[config.mk]
export PLATFORM = sky130hd
export DESIGN_NAME = mem_port_arbiter
export DESIGN_NICKNAME = d
export VERILOG_FILES = /design/src/rtl/mem_port_arbiter.sv
export SDC_FILE = /design/constraint.sdc
export NUM_CORES = 1
export LEC_CHECK = 0
export BUFFER_PORTS_ARGS = -buffer_cell sky130_fd_sc_hd__buf_2
export CELL_PAD_IN_SITES_DETAIL_PLACEMENT = 1
export CELL_PAD_IN_SITES_GLOBAL_PLACEMENT = 1
export CORE_ASPECT_RATIO = 0.7
export CORE_MARGIN = 4
export CORE_UTILIZATION = 39
export DETAILED_ROUTE_END_ITERATION = 8
export PLACE_DENSITY_LB_ADDON = 0.1
export SYNTH_ARGS = -nofsm -noshare
export SYNTH_HDL_FRONTEND = slang
export SYNTH_SLANG_ARGS = --single-unit
[constraint.sdc]
create_clock -name clk -period 2.9 [get_ports clk]
set_input_delay 0.29 -clock clk [delete_from_list [all_inputs] [get_ports clk]]
set_output_delay 0.29 -clock clk [all_outputs]
set_load 0.01 [all_outputs]
[src/rtl/mem_port_arbiter.sv]
// mem_port_arbiter: shares one single-ported memory between the fetch port
// and the data port. One access at a time: IDLE -> ISSUE -> WAIT -> RESP.
// Build option: define ARB_RR_EN for round-robin arbitration on contended
// cycles; without it the data port has fixed priority.
module mem_port_arbiter #(
  parameter int MEM_LAT = 2,
  parameter int AW      = 32,
  parameter int DW      = 32
) (
  input  logic          clk,
  input  logic          reset_n,
  input  logic          if_req,
  input  logic [AW-1:0] if_addr,
  output logic          if_gnt,
  output logic          if_valid,
  output logic [DW-1:0] if_rdata,
  input  logic          dm_req,
  input  logic          dm_we,
  input  logic [AW-1:0] dm_addr,
  input  logic [DW-1:0] dm_wdata,
  output logic          dm_gnt,
  output logic          dm_valid,
  output logic [DW-1:0] dm_rdata,
  output logic          dm_err,
  output logic          mem_en,
  output logic          mem_we,
  output logic [AW-1:0] mem_addr,
  output logic [DW-1:0] mem_wdata,
  input  logic [DW-1:0] mem_rdata,
  output logic          busy
);

  localparam logic [3:0] LAT_LOAD = 4'(MEM_LAT - 1);

  typedef enum logic [1:0] {IDLE, ISSUE, WAIT, RESP} state_t;

  state_t     state;
  logic [3:0] count;
  logic       win_dm;
  logic       win_we;
  logic       win_misaligned;
  logic       pick_dm;
  logic       dm_aligned;
  logic       capture;

  assign dm_aligned = (dm_addr[1:0] == 2'b00);

`ifdef ARB_RR_EN
  logic rr_dm_first;

  // Winner selection: the pointer decides only when both ports ask at once
  always_comb begin
    pick_dm = dm_req;
    if (dm_req && if_req) pick_dm = rr_dm_first;
  end

  // Pointer toggles after every contended grant, starting data-first
  always_ff @(posedge clk or negedge reset_n) begin
    if (!reset_n)
      rr_dm_first <= 1'b1;
    else if (state == IDLE && dm_req && if_req)
      rr_dm_first <= ~rr_dm_first;
  end
`else
  // Winner selection: data port always wins a contended cycle
  always_comb begin
    pick_dm = dm_req;
  end
`endif

  // Memory data is sampled at the end of ISSUE (single-cycle latency) or on the last WAIT cycle
  always_comb begin
    capture = 1'b0;
    case (state)
      ISSUE:   capture = (MEM_LAT == 1) && !(win_dm && win_misaligned);
      WAIT:    capture = (count == 4'd1);
      default: capture = 1'b0;
    endcase
  end

  // Access sequencer with registered grant, strobe, response and busy outputs
  always_ff @(posedge clk or negedge reset_n) begin
    if (!reset_n) begin
      state          <= IDLE;
      count          <= 4'd0;
      win_dm         <= 1'b0;
      win_we         <= 1'b0;
      win_misaligned <= 1'b0;
      if_gnt         <= 1'b0;
      if_valid       <= 1'b0;
      if_rdata       <= '0;
      dm_gnt         <= 1'b0;
      dm_valid       <= 1'b0;
      dm_rdata       <= '0;
      dm_err         <= 1'b0;
      mem_en         <= 1'b0;
      mem_we         <= 1'b0;
      mem_addr       <= '0;
      mem_wdata      <= '0;
      busy           <= 1'b0;
    end else begin
      case (state)
        IDLE: begin
          if (if_req || dm_req) begin
            state  <= ISSUE;
            busy   <= 1'b1;
            win_dm <= pick_dm;
            if (pick_dm) begin
              dm_gnt         <= 1'b1;
              win_we         <= dm_we;
              win_misaligned <= !dm_aligned;
              mem_en         <= dm_aligned;
              mem_we         <= dm_we && dm_aligned;
              mem_addr       <= dm_addr;
              mem_wdata      <= dm_wdata;
            end else begin
              if_gnt         <= 1'b1;
              win_we         <= 1'b0;
              win_misaligned <= 1'b0;
              mem_en         <= 1'b1;
              mem_we         <= 1'b0;
              mem_addr       <= if_addr;
              mem_wdata      <= '0;
            end
          end
        end
        ISSUE: begin
          if_gnt <= 1'b0;
          dm_gnt <= 1'b0;
          mem_en <= 1'b0;
          mem_we <= 1'b0;
          if (win_dm && win_misaligned) begin
            state    <= RESP;
            dm_valid <= 1'b1;
            dm_err   <= 1'b1;
            dm_rdata <= '0;
          end else if (MEM_LAT == 1) begin
            state <= RESP;
          end else begin
            count <= LAT_LOAD;
            state <= WAIT;
          end
        end
        WAIT: begin
          count <= count - 4'd1;
          if (count == 4'd1) state <= RESP;
        end
        RESP: begin
          if_valid <= 1'b0;
          dm_valid <= 1'b0;
          dm_err   <= 1'b0;
          busy     <= 1'b0;
          state    <= IDLE;
        end
        default: state <= IDLE;
      endcase

      if (capture) begin
        if (win_dm) begin
          dm_valid <= 1'b1;
          dm_rdata <= win_we ? '0 : mem_rdata;
        end else begin
          if_valid <= 1'b1;
          if_rdata <= mem_rdata;
        end
      end
    end
  end

endmodule

==> results of run 1 <==
-- metrics by stage --
| step | util, % | area, sq um |
|---|---|---|
| final | 53.8 | 8340 |
| after global routing | 53.8 | 8340 |
| after CTS | 53.8 | 8340 |
| after detailed placement | 49.8 | 7720 |
| after global placement | 49.8 | 7720 |
| after floorplan | - | 6180 |
-- state kept, by name, summed over array words and instances, names as in the netlist --
| register | flops |
|---|---|
| busy | 1 |
| count | 4 |
| dm_err | 1 |
| dm_gnt | 1 |
| dm_rdata | 32 |
| dm_valid | 1 |
| if_gnt | 1 |
| if_rdata | 32 |
| if_valid | 1 |
| mem_addr | 32 |
| mem_en | 1 |
| mem_wdata | 32 |
| mem_we | 1 |
| state | 2 |
| win_dm | 1 |
| win_misaligned | 1 |
| win_we | 1 |
-- worst max path at each step --
stage / startpoint / end / slack, ns / cells past startpoint
6_report: state[0] / dm_rdata[20] / 0.45 / 5
3_5_place_dp: state[0] / dm_rdata[28] / 0.48 / 5
3_3_place_gp: state[0] / dm_rdata[13] / 0.63 / 5
4_1_cts: state[0] / dm_rdata[20] / 0.41 / 5
2_1_floorplan: count[1] / if_rdata[10] / 1.00 / 6
5_1_grt: state[0] / dm_rdata[20] / 0.29 / 5
-- area by class of cell --
type	instances	area [sq um]	area share [%]
sequential	145	3630	43.5
multi-input combinational	320	2360	28.3
timing repair buffer	278	1450	17.4
clock buffer	19	453	5.43
tap	200	250	3.00
clock inverter	13	160	1.92
inverter	10	37.5	0.450
-- cells in the mapped netlist, types with 2 or more instances --
cell                          n  area (sq um)
sky130_fd_sc_hd__mux2i_1     65           651
sky130_fd_sc_hd__nor2b_1      3          18.8
sky130_fd_sc_hd__o2bb2ai_1    2          17.5
sky130_fd_sc_hd__dfrtp_1    145          3630
sky130_fd_sc_hd__buf_4        3          22.5
sky130_fd_sc_hd__a211o_1      2          17.5
sky130_fd_sc_hd__o21ai_0     37           185
sky130_fd_sc_hd__a21oi_1      5          25.0
sky130_fd_sc_hd__clkbuf_1    24          90.1
sky130_fd_sc_hd__nand2b_1    32           200
sky130_fd_sc_hd__nand2_1     73           274
sky130_fd_sc_hd__ha_1         8           100
sky130_fd_sc_hd__mux2_2      36           405
sky130_fd_sc_hd__nor3_1       2          10.0
sky130_fd_sc_hd__inv_1       10          37.5
sky130_fd_sc_hd__a22o_1      34           298
sky130_fd_sc_hd__a21o_1       2          15.0
sky130_fd_sc_hd__buf_2        3          15.0
sky130_fd_sc_hd__buf_6        4          45.0
sky130_fd_sc_hd__nor2_1       5          18.8
-- repair_timing --
item | in CTS | in global routing
endpoints found under the hold margin | 62 | 0
resized for setup | 0 | 0
hold buffers | 1 | 0
-- power by group through the flow --
stage,Sequential [uW],Clock [uW],Combinational (uW)
global route,3800,2400,4110
finish,3660,2250,3720
CTS,3670,2300,3810
floorplan,4000,0,1780
detailed placement,3670,0,3810
global placement,3630,0,3640
-- metal layers --
layer / GRT usage (%) / routed length, um / share of wire [%]
met5: 0 / 27 / 0.15
met1: 25.3 / 7570 / 43
met3: 7.22 / 1350 / 7.8
met4: 5.34 / 229 / 1.3
met2: 31.5 / 8270 / 47
-- worst reg2reg max path, stage by stage, from the launching register on --
cell	delay, ns
sky130_fd_sc_hd__dfrtp_1	0.41
sky130_fd_sc_hd__inv_1	0.16
sky130_fd_sc_hd__ha_1	0.32
sky130_fd_sc_hd__inv_1	0.15
sky130_fd_sc_hd__or3_2	0.93
sky130_fd_sc_hd__mux2i_1	0.37
-- kinds of logic after synthesis --
logic type | after synthesis | synth area share (%)
simple gates | 124 | 9.55
compound gates | 87 | 9.69
flops | 145 | 58.7
buf+inv | 44 | 3.40
fa+ha+maj | 8 | 1.62
mux | 101 | 17.1
==> results, run 1 <==
- The region available for standard cell placement spans 0.0155 sq mm.
- Global routing consumed, over all layers together, 19.7% of the routing resources.
- The CTS buffer count is 17.
- The TritonCTS clock tree is yes.
- The number of antenna violations at the first check in global routing is 2.
- The number of slew-limit violations in the final report was 0.
- The min-delay analysis places its worst path in the category in2reg.
- The end of the worst register-to-register path is dm_rdata[20].
- Dividing the detail-routed wire length by the instance count gives 17.7 um.
- CTS built an H-tree with a depth of 4.
- The total number of clock tree sinks is 145.
- The clock period minus worst slack is 2.45 ns.
- The fraction of layout instances using a drive strength above 1 is 44.6%.
- Combinational logic is responsible for 38.6% of the overall power.
- Across all setup checks in the final design, the least slack found is 0.453 ns.
- The setup TNS after final layout is 0 ns.
- The leakage component of the power is 0.00458 uW.
- For this design the total switching power over the nets is 3460 uW.
- The total inserted antenna cells is 0.
- The post-synthesis instance area is 0.00618 sq mm.
- At the worst endpoint, the required time is 3.22 ns.
- The via density per instance is 4.90.
- The clock share of power is 23.4%.
- The critical path's slowest cell is sky130_fd_sc_hd__or3_2.
- The number of inserted filler cells in the final layout is 1730.
- The maximum number of pins on one net before global-route repair is 65.
- The setup path with the least slack is of type reg2reg.
- The tool flagged a number of max-cap violations equal to 0.
- For the pin with the worst max-slew slack, the measured transition is 0.982 ns.
- The number of placed cells counting well taps is 952.
- For this run, the number of Yosys warnings is 0.
- The dominant synthesized flop cell is sky130_fd_sc_hd__dfrtp_1.
- The headroom to the max-slew limit is 34.5%.
- The worst setup path is launched from a flip-flop.
- The most numerous cell on the critical path is sky130_fd_sc_hd__inv_1.
- The share of total power in sequential cells is 38.0%.
- Final hold analysis gives a worst-case slack of 0.0846 ns.
- Setup repair after global routing left no endpoint under its margin.
- The global-route wire length before repair is 27.4 mm.
- The overall die area is 0.0180 sq mm.
- In the layout the commonest cells are 267 x sky130_fd_sc_hd__buf_2, 145 x sky130_fd_sc_hd__dfrtp_1, 73 x sky130_fd_sc_hd__nand2_1, 65 x sky130_fd_sc_hd__mux2i_1.
- Relative to the synthesized area, the layout overhead comes to 34.9%.
- The worst-case IR drop observed on VDD is 0.535 mV.
- Once detailed placement completed, the half-perimeter wirelength came to 13.1 mm.
- The number of port buffers is 268.
- The number of flops mapped to enable cells by yosys is 0.
- The fraction of the cycle the final worst path needs is 84.4%.
- The hold-critical path depth is 2.
- The distinct cell type count after synthesis is 34.
- For this run the aggregate overflow at the end of global routing stands at 0.
- The startpoint identified for the worst register-to-register timing path is state[0].
- On the critical path the largest part of the delay comes from simple AND/OR/NAND/NOR gates.
- Synthesis handed over a netlist of 509 instances.
- The die is 113 um tall.
- The setup slack of the worst register-to-register path is 0.45 ns.
- The first-pass iteration count of the detailed router is 4.
- The worst clock skew on the final layout is 0.00711 ns.
- The data arrival time at the worst-slack endpoint is 2.76 ns.
- Of the synthesized area, sequential elements account for 58.7%.
- The congestion estimate from routability-driven global placement came to 0.747.
- The routed layout has 4829 vias.
- The switching part of the total is 35.9%.
- For this configuration, the core starts out at a cell density of 39.9%.
- In this design, the stage delay of the slowest critical-path cell is 0.93 ns.
- The peak clock frequency supported by timing is 409 MHz.
- The largest fanout of any net on the critical path is 33.
- Counting cells, the worst reg-to-reg path comes to 5.
- The power density over the cells is 1150 mW/mm^2.
- The sum of internal, switching and leakage power is 9630 uW.
- Row generation in the floorplan step produced 38 rows.
- The worst slack at placement is 0.484 ns.
- The run finished with clean final reports.
- The maximum count of clock buffers along a single path is 2.
- The detailed router finished its first iteration with 190 violations.
- The element type at the critical path end is a flip-flop.
- Synthesis inferred 145 register bits.
- The average size of a mapped cell is 12.2 sq um.
- Setup violations remaining at the end of the flow were counted as 0.
- The number of nets in the synthesized netlist is 650.
- The tree is rooted in a sky130_fd_sc_hd__clkbuf_16.
- The die width is 159 um.
- The number of nets with antenna violations after detailed routing is 0.
- The hold-critical path endpoint is mem_wdata[22].
- Internal power comes to 6170 uW.
- The critical path goes through inv_1, ha_1, inv_1, or3_2, mux2i_1.
- The buffer and inverter count on the worst path is 2.
- The final layout contains routed wiring with a total length of 17.5 mm.
- The number of design rule violations left after detail routing is 0.
- The async set or reset register ratio after synthesis is 100%.
- In this run the most critical hold path is launched from dm_wdata[22].
- Once layout is complete, the cells apart from fillers number 985.
- The net count of the finished layout is 913.
- 269 I/O pins were placed.
- The number of global-route vias before repair is 5240.
- The buffers inserted during post-CTS setup optimization is 0.
- The total count of hold-check failures in the final report is 0.
- Clock-pin slew was measured on the worst setup and hold paths at 0.06 ns.
- The later pin in the worst-skew pair is clocked with a latency of 0.42 ns.
- The library cell used most frequently in the layout, excluding fill and tap cells, is sky130_fd_sc_hd__buf_2.
(Power assumes the default switching activity.)
==> run 2, diff against run 1 <==
--- a/config.mk
+++ b/config.mk
@@ -10,7 +10,7 @@
 export CELL_PAD_IN_SITES_GLOBAL_PLACEMENT = 1
 export CORE_ASPECT_RATIO = 0.7
 export CORE_MARGIN = 4
-export CORE_UTILIZATION = 39
+export CORE_UTILIZATION = 33
 export DETAILED_ROUTE_END_ITERATION = 8
 export PLACE_DENSITY_LB_ADDON = 0.1
 export SYNTH_ARGS = -nofsm -noshare
==> constraint.sdc (replaced) <==
create_clock -name clk -period 2.1 [get_ports clk]
set_input_delay 0.21 -clock clk [delete_from_list [all_inputs] [get_ports clk]]
set_output_delay 0.21 -clock clk [all_outputs]
set_load 0.01 [all_outputs]
==> run 2 against run 1 <==
Compared with the run above:
- global-route usage decreased by 2.1 points
- register-to-register slack lost 0.35 ns
- sequential share of layout area decreased by 1.9 points
- via count increased by 3.2%
- largest cell class unchanged
==> results, run 2 (synthesis results as in run 1) <==
- The type of element launching the critical path is a flip-flop.
- The post-layout net count is 945 (+3.5%).
- The setup slack of the worst register-to-register path is 0.10 ns (-0.35 ns).
- The root buffer selected by CTS is sky130_fd_sc_hd__clkbuf_16.
- The family with the most delay on the worst path is simple AND/OR/NAND/NOR gates.
- The critical path launch point is count[1].
- The buffer and inverter count on the worst path is 2 (unchanged).
- The worst clock skew on the final layout came to 0.00691 ns (-0.000200 ns).
- The CTS buffer count is 17 (unchanged).
- The end-of-flow core utilization was 47.9% (-5.9 points).
- The total count of hold-check failures in the final report was 0 (unchanged).
- The die span in y is 123 um (+8.1%).
- The clock period minus worst slack came to 2.00 ns (-0.449 ns).
- The placeable core area is 0.0182 sq mm (+17%).
- The die width is 172 um (+8.3%).
- The number of cell instances on the worst register-to-register path was 6 (+1).
- Setup repair after global routing left no endpoint under its margin.
- The critical hold path startpoint is dm_wdata[5].
- The hold-critical path depth is 2 (unchanged).
- The setup TNS after final layout came to 0 ns (unchanged).
- The fraction of the cycle the final worst path needs was 95.1% (+11 points).
- The leakage component of the power is 0.00473 uW (+3.2%).
- The TritonCTS clock tree is yes.
- Among all stages on the critical path, the largest delay is contributed by sky130_fd_sc_hd__or3_2.
- The cell area after layout is 0.00872 sq mm (+4.5%).
- The element type at the critical path end is a flip-flop.
- The sum of internal, switching and leakage power is 13400 uW (+39%).
- The area of placed instances is 0.00788 sq mm (+2.1%).
- The maximum count of clock buffers along a single path was 2 (unchanged).
- The global-route wire length before repair is 29.0 mm (+5.5%).
- The flow ran to the end, and the final reports show no timing, DRC or antenna violations.
- The number of antenna violations at the first check in global routing is 3 (+1).
- The largest fanout of any net on the critical path is 33 (unchanged).
- The first-pass iteration count of the detailed router was 4 (unchanged).
- Relative to the synthesized area, the layout overhead comes to 41.0%.
- The clock-pin slew reported for the worst setup and hold paths after clock tree synthesis was 0.06 ns (about the same).
- The maximum number of pins on one net before global-route repair was 72 (+11%).
- The number of nets with antenna violations after detailed routing was 0 (unchanged).
- The number of port buffers came to 268 (unchanged).
- The quantity of gates resized following cts is 0 (unchanged).
- The library cells used most frequently in the layout, excluding fill and tap cells, are 267 x sky130_fd_sc_hd__buf_2, 145 x sky130_fd_sc_hd__dfrtp_1, 73 x sky130_fd_sc_hd__nand2_1, 65 x sky130_fd_sc_hd__mux2i_1.
- The sum of net half-perimeters after detailed placement is 13.6 mm (+3.6%).
- The signal on the critical path passes through inv_1, ha_1, or3b_4, or3_2, buf_12, mux2i_1.
- The final RePlAce weighted congestion was 0.785 (+5.2%).
- The overall die area is 0.0210 sq mm (+17%).
- The number of global-route vias before repair was 5478 (+4.5%).
- The total number of clock tree sinks is 145 (unchanged).
- The power density over the cells came to 1530 mW/mm^2 (+33%).
- The worst hold-check slack is 0.0147 ns (-0.0699 ns).
- The max capacitance violation total was 0 (unchanged).
- The depth of the CTS H-tree was 4 (unchanged).
- The end of the worst register-to-register path is dm_rdata[13].
- The worst setup path is of the reg2reg kind.
- The via density per instance is 4.72 (-3.6%).
- The total stage count of the critical path is 6 (+1).
- The data arrival time at the worst-slack endpoint is 2.33 ns (-0.43 ns).
- The clock latency of the later-clocked register in the worst-skew pair is 0.42 ns (about the same).
- The peak ir drop on the vdd network came to 0.557 mV (+4.1%).
- The number of slew-limit violations in the final report is 0 (unchanged).
- The number of inserted filler cells in the final layout was 2050 (+18%).
- The standard-cell row count is 41 (+7.9%).
- The source of the worst register-to-register timing path is count[1].
- The peak clock frequency supported by timing is 501 MHz (+23%).
- The global-route usage over all layers was 17.6% (-2.1 points).
- The most common cell after layout, fill and taps aside is sky130_fd_sc_hd__buf_2.
- The starting utilization of the core area is 34.0% (-5.9 points).
- The type of the tightest min-delay check is in2reg.
- The final routed wirelength across all metal layers was 18.5 mm (+6.0%).
- The headroom to the max-slew limit is 68.6% (+34 points).
- The total number of vias came to 4984 (+3.2%).
- The fraction of layout instances using a drive strength above 1 was 43.9% (-0.64 points).
- The number of failing setup endpoints in the final timing report is 0 (unchanged).
- The hold-critical path endpoint is mem_wdata[5].
- The I/O pin total came to 269 (unchanged).
- The aggregate global routing overflow is 0 (unchanged).
- The number of design rule violations left after detail routing is 0 (unchanged).
- The actual transition at the worst max-transition pin is 0.466 ns (-0.517 ns).
- The required time of the critical path is 2.43 ns (-0.79 ns).
- The final routed wire length divided by cell count was 17.5 um (-1.0%).
- The delay contributed by the slowest stage of the critical path came to 0.46 ns (-0.47 ns).
- The buffers inserted during post-CTS setup optimization is 0 (unchanged).
- The number of violations reported at the end of detailed-routing iteration 0 is 149 (-22%).
[run 2: layer usage]
metal | part of all wire [%] | global-route usage, % | vias up
met5 | 0.15 | 0 | -
met4 | 1.4 | 5.59 | 4
met3 | 8.0 | 6.15 | 21
met2 | 46 | 27.6 | 174
met1 | 45 | 23.0 | 2433
li1 | - | - | 2352
[run 2: timing repair]
item                                    4_1_cts  5_1_grt
endpoints found under the setup margin        0        0
hold buffers                                 24        0
endpoints found under the hold margin        63        0
[run 2: cell type report]
type	count	area (sq um)	area share [%]
well taps	236	295	3.38
multi-input cells	320	2360	27.1
clock buffers	18	439	5.03
diodes	2	5.00	0.0574
inverters	10	37.5	0.430
flip-flops and latches	145	3630	41.6
clock inverters	14	155	1.78
repair buffers	310	1800	20.6
[run 2: how the worst max path moves through the flow]
stage,end,slack (ns)
2_1_floorplan,if_rdata[10],0.20
3_3_place_gp,dm_rdata[19],0.16
3_5_place_dp,dm_rdata[11],0.08
4_1_cts,dm_rdata[11],0.09
5_1_grt,dm_rdata[11],0.007
6_report,dm_rdata[13],0.10
[run 2: where the power goes]
part / switching [uW] / total (uW) / internal [uW]
Sequential: 809 / 4980 / 4180
Combinational: 2820 / 5350 / 2530
Clock: 1240 / 3040 / 1800
Total: 4880 / 13400 / 8500
[run 2: metrics by stage]
stage	cells	setup WS [ns]
2_1_floorplan	509	0.204
3_3_place_gp	997	0.160
3_5_place_dp	997	0.0797
4_1_cts	1053	0.0908
5_1_grt	1054	0.00665
6_report	1055	0.102
==> run 3, diff against run 2 <==
--- a/config.mk
+++ b/config.mk
@@ -5,7 +5,7 @@
 export SDC_FILE = /design/constraint.sdc
 export NUM_CORES = 1
 export LEC_CHECK = 0
-export BUFFER_PORTS_ARGS = -buffer_cell sky130_fd_sc_hd__buf_2
+export BUFFER_PORTS_ARGS = -buffer_cell sky130_fd_sc_hd__clkbuf_2
 export CELL_PAD_IN_SITES_DETAIL_PLACEMENT = 1
 export CELL_PAD_IN_SITES_GLOBAL_PLACEMENT = 1
 export CORE_ASPECT_RATIO = 0.7
==> run 3 against run 2 <==
Compared with the run above:
- flip-flop and latch count is the same
- largest power group unchanged
- global-route usage increased by 0.34 points
- critical endpoint is now dm_rdata[16]
- setup slack improved by 0.010 ns
- largest cell class unchanged
==> results, run 3 (synthesis results as in run 1) <==
- The total number of vias is 4937 (-0.94%).
- The number of port buffers was 268 (unchanged).
- The root buffer selected by CTS is sky130_fd_sc_hd__clkbuf_16.
- The fraction of the cycle the final worst path needs is 94.6% (-0.50 points).
- Setup repair after global routing left no endpoint under its margin.
- The first-pass iteration count of the detailed router is 4 (unchanged).
- The I/O pin total is 269 (unchanged).
- The max capacitance violation total came to 0 (unchanged).
- The maximum count of clock buffers along a single path is 2 (unchanged).
- The CTS buffer count is 17 (unchanged).
- The number of failing setup endpoints in the final timing report was 0 (unchanged).
- The worst register-to-register path ends at dm_rdata[16].
- The setup TNS after final layout is 0 ns (unchanged).
- The worst slack at placement came to 0.105 ns (+0.0252 ns).
- The standard-cell row count is 41 (unchanged).
- The largest individual stage delay along the critical path comes from the cell sky130_fd_sc_hd__or3_2.
- The flow ran to the end, and the final reports show no timing, DRC or antenna violations.
- The number of cell instances on the worst register-to-register path is 6 (unchanged).
- The final RePlAce weighted congestion was 0.782 (-0.46%).
- The starting utilization of the core area is 34.0% (unchanged).
- The number of global-route vias before repair is 5475 (-0.055%).
- The final routed wire length divided by cell count is 17.8 um (+1.3%).
- The worst hold path terminates at mem_wdata[26].
- The hold-critical path depth is 2 (unchanged).
- In this run the critical register-to-register path is launched from count[1].
- The depth of the CTS H-tree is 4 (unchanged).
- The fraction of layout instances using a drive strength above 1 is 44.1% (+0.16 points).
- In the layout the commonest cells are 267 x sky130_fd_sc_hd__clkbuf_2, 145 x sky130_fd_sc_hd__dfrtp_1, 73 x sky130_fd_sc_hd__nand2_1, 65 x sky130_fd_sc_hd__mux2i_1.
- The critical path goes through inv_1, ha_1, or3b_4, or3_2, buf_12, mux2i_1.
- The area added between synthesis and finish is 40.0%.
- The area taken by flip-flops and latches is 0.00363 sq mm (unchanged).
- The placeable core area came to 0.0182 sq mm (unchanged).
- The library cell used most frequently in the layout, excluding fill and tap cells, is sky130_fd_sc_hd__clkbuf_2.
- The multi-input gate area in the final layout is 0.00236 sq mm (unchanged).
- The global-route layer with the greatest usage is met2.
- The die span in y is 123 um (unchanged).
- The maximum number of pins on one net before global-route repair is 52 (-28%).
- The worst setup path is launched from a flip-flop.
- The peak ir drop on the vdd network is 0.552 mV (-0.82%).
- The element type at the critical path end is a flip-flop.
- The clock-pin slew reported for the worst setup and hold paths after clock tree synthesis is 0.07 ns (about the same).
- The total inserted antenna cells is 0 (-2).
- The type of the tightest min-delay check is in2reg.
- The number of design rule violations left after detail routing was 0 (unchanged).
- The number of slew-limit violations in the final report is 0 (unchanged).
- The sum of net half-perimeters after detailed placement is 13.9 mm (+1.8%).
- The via density per instance was 4.70 (-0.47%).
- The worst clock skew on the final layout is 0.0103 ns (+0.00337 ns).
- The setup slack of the worst register-to-register path is 0.11 ns (about the same).
- The number of violations reported at the end of detailed-routing iteration 0 is 205 (+38%).
- The actual transition at the worst max-transition pin came to 0.503 ns (+0.0372 ns).
- The power density over the cells is 1540 mW/mm^2 (+0.41%).
- The global-route wire length before repair was 29.5 mm (+1.8%).
- The aggregate global routing overflow is 0 (unchanged).
- The clock period minus worst slack came to 1.99 ns (-0.0104 ns).
- The die width is 172 um (unchanged).
- The number of nets with antenna violations after detailed routing came to 0 (unchanged).
- The global routing usage on met3 is 7.18% (+1.0 points).
- The total number of clock tree sinks is 145 (unchanged).
- The quantity of gates resized following cts was 0 (unchanged).
- TritonCTS built the clock tree.
- The largest fanout of any net on the critical path is 33 (unchanged).
- The leakage component of the power is 0.00471 uW (-0.31%).
- The number of antenna violations at the first check in global routing came to 0 (-3).
- The met2 track demand over resource in global routing was 28.5% (+0.95 points).
- The end-of-flow core utilization is 47.6% (-0.35 points).
- The overall die area came to 0.0210 sq mm (unchanged).
- The data arrival time at the worst-slack endpoint came to 2.32 ns (about the same).
- The post-layout net count is 942 (-0.32%).
- The delay contributed by the slowest stage of the critical path is 0.45 ns (about the same).
- The clock latency of the later-clocked register in the worst-skew pair is 0.42 ns (about the same).
- The peak clock frequency supported by timing is 503 MHz (+0.52%).
- The required time of the critical path is 2.43 ns (about the same).
- The critical hold path startpoint is dm_wdata[26].
- The total count of hold-check failures in the final report is 0 (unchanged).
- The final routed wirelength across all metal layers is 18.6 mm (+0.78%).
- The headroom to the max-slew limit is 66.5% (-2.2 points).
- The met1 global-route usage was 23.0% (+0.035 points).
- The number of inserted filler cells in the final layout was 1995 (-2.7%).
- By startpoint and endpoint, the worst setup path is classified as reg2reg.
- The global-route usage over all layers is 17.9% (+0.34 points).
- The slack of the critical path is 0.113 ns (+0.0104 ns).
run 3: cell count changes in the layout (fill, tap and decap cells not counted), sizes merged:
cell,before,now
buf,286,19
clkbuf,18,284
dlygate4sd3,24,21
diode,2,0
inv,14,16
bufinv,2,1
clkinv,4,5
clkinvlp,4,3
run 3: worst max-delay path, delay by kind of cell (launching register included):
| kind | cells | cell delay, ns |
|---|---|---|
| buf+inv | 2 | 0.29 |
| mux | 1 | 0.21 |
| flops | 1 | 0.39 |
| fa+ha+maj | 1 | 0.13 |
| simple gates | 2 | 0.86 |
run 3: routing by layer:
metal  up-vias  share of wire, %
li1       2340                 -
met1      2409                44
met5         -                 0
met4         0              0.98
met2       177                46
met3        11               8.9
run 3: where the power goes:
part           internal, uW  leakage, uW  total [uW]  switching [uW]
Sequential             4180      0.00181        5050             869
Clock                  1670     0.000276        2960            1290
Combinational          2490      0.00263        5330            2840
Total                  8340      0.00471       13300            5000
run 3: worst max path at each step:
stage                   from      endpoint  slack, ns  depth (start not counted)
CTS                 count[1]  dm_rdata[16]       0.09                          6
finish              count[1]  dm_rdata[16]       0.11                          6
global route        count[1]   dm_rdata[2]      0.002                          6
global placement    count[1]  dm_rdata[19]       0.16                          6
detailed placement  count[1]  dm_rdata[16]       0.10                          6
floorplan           count[1]  if_rdata[10]       0.20                          6
run 3: stage by stage:
step | power [uW] | cell area (sq um) | instances | hold WS, ns
after global routing | 14400 | 8660 | 1050 | 0.00305
after CTS | 13600 | 8660 | 1050 | 0.00207
final | 13300 | 8660 | 1050 | 0.0166
after global placement | 10200 | 7870 | 997 | 0.180
after floorplan | 7970 | 6180 | 509 | -0.0856
after detailed placement | 10500 | 7870 | 997 | 0.192
run 3: area by class of cell:
type                    instances  area share [%]
flip-flops and latches        145            41.9
multi-input cells             320            27.3
repair buffers                307            20.3
clock buffers                  17            4.91
well taps                     236            3.41
clock inverters                15            1.76
inverters                      10           0.433
run 3: repair_timing:
action                    4_1_cts  5_1_grt
hold buffers                   21        0
setup buffers                   0        0
hold endpoints to repair       64        0
